**src/rtl/cycle_stim_sequencer.sv**
```systemverilog
// Stimulus sequencer: base-cycle prescaler, saturating base-cycle counter and a
// programmable (delay, value) schedule that drives active-low control lines.
module cycle_stim_sequencer #(
    parameter int                 CLK_DIV    = 8,
    parameter int                 NUM_CH     = 3,
    parameter int                 DEPTH      = 8,
    parameter int                 DELTA_W    = 16,
    parameter int                 CNT_W      = 32,
    parameter logic [NUM_CH-1:0]  INIT_LEVEL = '1,
    localparam int                AW         = $clog2(DEPTH)
) (
    input  logic                clk,
    input  logic                rst,
    input  logic                cfg_we,
    input  logic [AW-1:0]       cfg_addr,
    input  logic [DELTA_W-1:0]  cfg_delta,
    input  logic [NUM_CH-1:0]   cfg_value,
    input  logic                cfg_last,
    input  logic                start,
    input  logic                abort,
    output logic [NUM_CH-1:0]   ctrl_out,
    output logic                base_tick,
    output logic [CNT_W-1:0]    cycle_count,
    output logic                busy,
    output logic                done
);
    localparam int PW = (CLK_DIV > 1) ? $clog2(CLK_DIV) : 1;

    typedef enum logic [1:0] {
        ST_IDLE = 2'd0,
        ST_RUN  = 2'd1,
        ST_DONE = 2'd2
    } state_t;

    state_t              state_r, state_next_s;
    logic [PW-1:0]       presc_r;
    logic                tick_s;
    logic [AW-1:0]       ptr_r, ptr_next_s, ptr_inc_s;
    logic [DELTA_W-1:0]  rem_r, rem_next_s;
    logic [NUM_CH-1:0]   ctrl_r, ctrl_next_s;
    logic                busy_r, busy_next_s;
    logic                done_r, done_next_s;
    logic                tick_r;
    logic [CNT_W-1:0]    count_r;
    logic                entry_due_s, entry_final_s;

    logic [DELTA_W-1:0]  tbl_delta_r [DEPTH];
    logic [NUM_CH-1:0]   tbl_value_r [DEPTH];
    logic                tbl_last_r  [DEPTH];

    // tick_s marks the edge on which base_tick rises and the count advances
    assign tick_s        = (presc_r == PW'(CLK_DIV - 1));
    assign ptr_inc_s     = ptr_r + AW'(1);
    assign entry_due_s   = (rem_r == {DELTA_W{1'b0}});
    assign entry_final_s = tbl_last_r[ptr_r] || (ptr_r == AW'(DEPTH - 1));

    // Free-running prescaler, base tick and saturating base-cycle counter
    always_ff @(posedge clk) begin
        if (rst) begin
            presc_r <= {PW{1'b0}};
            tick_r  <= 1'b0;
            count_r <= {CNT_W{1'b0}};
        end else begin
            presc_r <= tick_s ? {PW{1'b0}} : presc_r + PW'(1);
            tick_r  <= tick_s;
            if (tick_s && (count_r != {CNT_W{1'b1}})) begin
                count_r <= count_r + CNT_W'(1);
            end
        end
    end

    // Schedule table; writes are locked out while a playback is running
    always_ff @(posedge clk) begin
        if (rst) begin
            for (int i = 0; i < DEPTH; i++) begin
                tbl_delta_r[i] <= {DELTA_W{1'b0}};
                tbl_value_r[i] <= INIT_LEVEL;
                tbl_last_r[i]  <= 1'b1;
            end
        end else if (cfg_we && (state_r != ST_RUN)) begin
            tbl_delta_r[cfg_addr] <= cfg_delta;
            tbl_value_r[cfg_addr] <= cfg_value;
            tbl_last_r[cfg_addr]  <= cfg_last;
        end
    end

    // State and playback registers
    always_ff @(posedge clk) begin
        if (rst) begin
            state_r <= ST_IDLE;
            ptr_r   <= {AW{1'b0}};
            rem_r   <= {DELTA_W{1'b0}};
            ctrl_r  <= INIT_LEVEL;
            busy_r  <= 1'b0;
            done_r  <= 1'b0;
        end else begin
            state_r <= state_next_s;
            ptr_r   <= ptr_next_s;
            rem_r   <= rem_next_s;
            ctrl_r  <= ctrl_next_s;
            busy_r  <= busy_next_s;
            done_r  <= done_next_s;
        end
    end

    // Next-state decode; abort dominates start
    always_comb begin
        state_next_s = state_r;
        if (abort) begin
            state_next_s = ST_IDLE;
        end else begin
            case (state_r)
                ST_IDLE, ST_DONE: begin
                    if (start) begin
                        state_next_s = ST_RUN;
                    end else begin
                        state_next_s = state_r;
                    end
                end
                ST_RUN: begin
                    if (entry_due_s && entry_final_s) begin
                        state_next_s = ST_DONE;
                    end else begin
                        state_next_s = ST_RUN;
                    end
                end
                default: state_next_s = ST_IDLE;
            endcase
        end
    end

    // Playback datapath and next values of the registered outputs
    always_comb begin
        ptr_next_s  = ptr_r;
        rem_next_s  = rem_r;
        ctrl_next_s = ctrl_r;
        busy_next_s = busy_r;
        done_next_s = done_r;
        if (abort) begin
            ctrl_next_s = INIT_LEVEL;
            busy_next_s = 1'b0;
            done_next_s = 1'b0;
        end else begin
            case (state_r)
                ST_IDLE, ST_DONE: begin
                    if (start) begin
                        ptr_next_s  = {AW{1'b0}};
                        rem_next_s  = tbl_delta_r[0];
                        busy_next_s = 1'b1;
                        done_next_s = 1'b0;
                    end else begin
                        busy_next_s = 1'b0;
                    end
                end
                ST_RUN: begin
                    if (entry_due_s) begin
                        ctrl_next_s = tbl_value_r[ptr_r];
                        if (entry_final_s) begin
                            busy_next_s = 1'b0;
                            done_next_s = 1'b1;
                        end else begin
                            ptr_next_s = ptr_inc_s;
                            rem_next_s = tbl_delta_r[ptr_inc_s];
                        end
                    end else if (tick_s) begin
                        rem_next_s = rem_r - DELTA_W'(1);
                    end else begin
                        rem_next_s = rem_r;
                    end
                end
                default: begin
                    ctrl_next_s = INIT_LEVEL;
                    busy_next_s = 1'b0;
                    done_next_s = 1'b0;
                end
            endcase
        end
    end

    assign ctrl_out    = ctrl_r;
    assign base_tick   = tick_r;
    assign cycle_count = count_r;
    assign busy        = busy_r;
    assign done        = done_r;

endmodule

```
**config.mk**
```make
export PLATFORM = sky130hd
export DESIGN_NAME = cycle_stim_sequencer
export DESIGN_NICKNAME = d
export VERILOG_FILES = /design/src/rtl/cycle_stim_sequencer.sv
export SDC_FILE = /design/constraint.sdc
export NUM_CORES = 1
export LEC_CHECK = 0
export ABC_AREA = 1
export CAP_MARGIN = 10
export CORE_UTILIZATION = 46
export DETAILED_ROUTE_END_ITERATION = 10
export DONT_BUFFER_PORTS = 1
export PLACE_DENSITY = 0.7
export SETUP_SLACK_MARGIN = 0.05
export SKIP_LAST_GASP = 1
export SYNTH_ARGS = -nofsm -noshare
export SYNTH_HDL_FRONTEND = slang
export SYNTH_SLANG_ARGS = --single-unit
export TNS_END_PERCENT = 30
```
**constraint.sdc**
```tcl
create_clock -name clk -period 2.3 [get_ports clk]
set_input_delay 0.345 -clock clk [delete_from_list [all_inputs] [get_ports clk]]
set_output_delay 0.345 -clock clk [all_outputs]
set_load 0.02 [all_outputs]
```
==> metrics.txt <==
vias in the first global route=about 8500; worst relative slew slack=0.6324; effective utilization at floorplan=0.4707; critical path arrival=around 2600 ps; VDD IR max=0.5647 mV; initial antenna violation count=1; Final min period=2074 ps; Hold Crit Start=rst; RSZ-0062 raised after global routing=false; share of the synthesized area in the top cell type=0.4107; crit path launch=ptr_r[0]; pins over their slew limit=0; Netlist Area Pre-Place=approximately 11000 sq um; status=finished clean; Yosys cell types=35; FFs w/ async S/R, synth=0; core box area=around 24000 sq um; actual slew at the worst max-slew pin=roughly 550 ps; Final Core Density=0.5385; reg2reg start=ptr_r[0]; Clock Tree Buf Depth=3; number of synthesized flops with an enable pin=152; Residual DRC=0; DR iter-0 viols=867; Final period util=0.9019; HP Class=in -> reg; Chip Height=157.4 microns; crit path max fanout=20; gpl congestion=0.9083; DRT antenna net count=0; synth-to-layout area growth=14.40%; Root Buffer=clkbuf_16; share of cells above drive strength 1=0.1170; CP startpoint kind=flip-flop; f_max=482.1 MHz; CTS Buf Count=26; post-cts gate resize count=0; critical path class=reg -> reg; global-route wire length before repair=approximately 44000 microns; Post-CTS Setup Bufs=0; Seq/Total Area, Yosys=0.5422; HPWL after DPL=18920 microns; Die W=157.4 microns; global route total overflow=0; IO Port Bufs=0; # Max-Cap Violations=0; setup TNS=0 ps; worst path required time=2780 ps; Power Dens Cells=between 700 and 800 nW/um^2; total track usage=0.2284; Avg Inst Size Synth=8.227 sq um; Ports=66; vias per inst=5.220; drt wl/cell=about 16 microns; main flop type after synthesis=edfxtp_1; total die area=24790 sq um; YS warnings=0; Nets=1425; Sink Count=about 230; Syn Nets=1386; H-tree depth=1; post-synth top area cell=edfxtp_1; clk slew on worst S/H paths=60 ps; Hold Vio Cnt, Final=0; Post-Syn Instances=around 1400; worst-skew pair later-pin latency=560 ps; CP endpoint kind=flip-flop; Via Count=9030; Post-CTS Hold Buffers=3; Leak=5.174 nW; largest net degree at the start of global routing=45; endpoints failing setup=0; TritonCTS clock tree=yes; FP Rows=56; ranking of synthesized cells by area=edfxtp_1, dfxtp_1, nand2_1; Setup Skew=27.24 ps; WL final=approximately 28000 microns; Pre-antenna DRT Iters=4; register bit total from synthesis=225
==> flip-flops by register name, indices dropped and copies added (netlist names), named ones only <==
signal       count
tbl_delta_r    128
cycle_count     32
tbl_value_r     24
rem_r           16
tbl_last_r       8
ctrl_out         3
presc_r          3
ptr_r            3
state_r          2
base_tick        1
busy             1
done             1
==> cell usage after synthesis, types with 17 or more instances <==
master	instances
clkbuf_1	26
a21oi_1	64
nand3_1	88
inv_1	108
o21ai_0	64
nor2_1	297
buf_2	17
dfxtp_1	73
nor2_2	21
xor2_1	22
edfxtp_1	152
nand2_1	307
==> power by group <==
part           switching (mW)  leakage (nW)  total [mW]  internal, mW
sequential             0.0666          2.08        4.53          4.47
clock                    1.66         0.449        4.32          2.66
combinational           0.507          2.65       0.724         0.218
==> cells in the final DEF, fill, tap and decap left out, drive strengths merged, types with 12 or more instances in the layout <==
master / n
inv: 119
nor3: 18
buf: 63
o211ai: 12
nor2: 321
clkbuf: 33
nand3: 90
nand2: 323
o21ai: 64
a21oi: 64
dfxtp: 73
xor2: 22
edfxtp: 152
==> final timing paths <==
check | to | slack, ps | cells past startpoint
min reg2reg | presc_r[0] | 420 | 1
min | cycle_count[6] | 80 | 2
max | rem_r[11] | 230 | 9
max reg2reg | rem_r[11] | 230 | 9
==> per-stage QoR <==
stage	instance area, sq um	setup WS [ps]	cells	hold WS [ps]	power [mW]
finish	12710	225.6	1730	78.55	9.579
floorplan	11110	350.7	1351	399.2	5.134
detailed placement	11760	301.7	1678	416.5	5.319
CTS	12710	289.1	1729	70.79	9.622
global route	12710	130.1	1729	83.95	9.880
global placement	11760	337.7	1678	411.9	5.309
==> worst max-delay path: stages (launching register included) <==
cell	delay, ps
dfxtp_2	340
ha_1	350
inv_1	70
buf_4	290
o21ai_0	150
o211ai_1	370
nand4_1	160
nand2_1	120
nor2_1	60
nor2_2	70
==> kinds of logic (layout without fill, tap and decap cells) <==
family          after synthesis  count (layout)  share of synthesized area
simple gates                765             765                     0.2892
flops                       225             225                     0.5422
buf+inv                     174             233                    0.06529
compound gates              150             150                    0.07182
xor+xnor                     30              30                    0.02364
fa+ha+maj                     7               7                   0.007880
other cells                   0               1                          0
==> final cells by class <==
type / count / area [sq um]
fillers: 2166 / 10900
flip-flops and latches: 225 / 6027
multi-input cells: 952 / 4363
clock buffers: 33 / 716.9
repair buffers: 65 / 555.5
inverters: 120 / 451.7
well taps: 319 / 399.1
clock inverters: 15 / 198.9
diodes: 1 / 2.502
==> layer usage <==
metal	share of wire	wire, microns	vias up	GRT usage
met4	0.022	599	0	0.07120
met5	0	0	-	0
met2	0.47	13150	300	0.3788
li1	-	-	4472	-
met1	0.43	12060	4216	0.3019
met3	0.071	1969	42	0.04213
No activity file was read; power rests on OpenSTA's default activity.
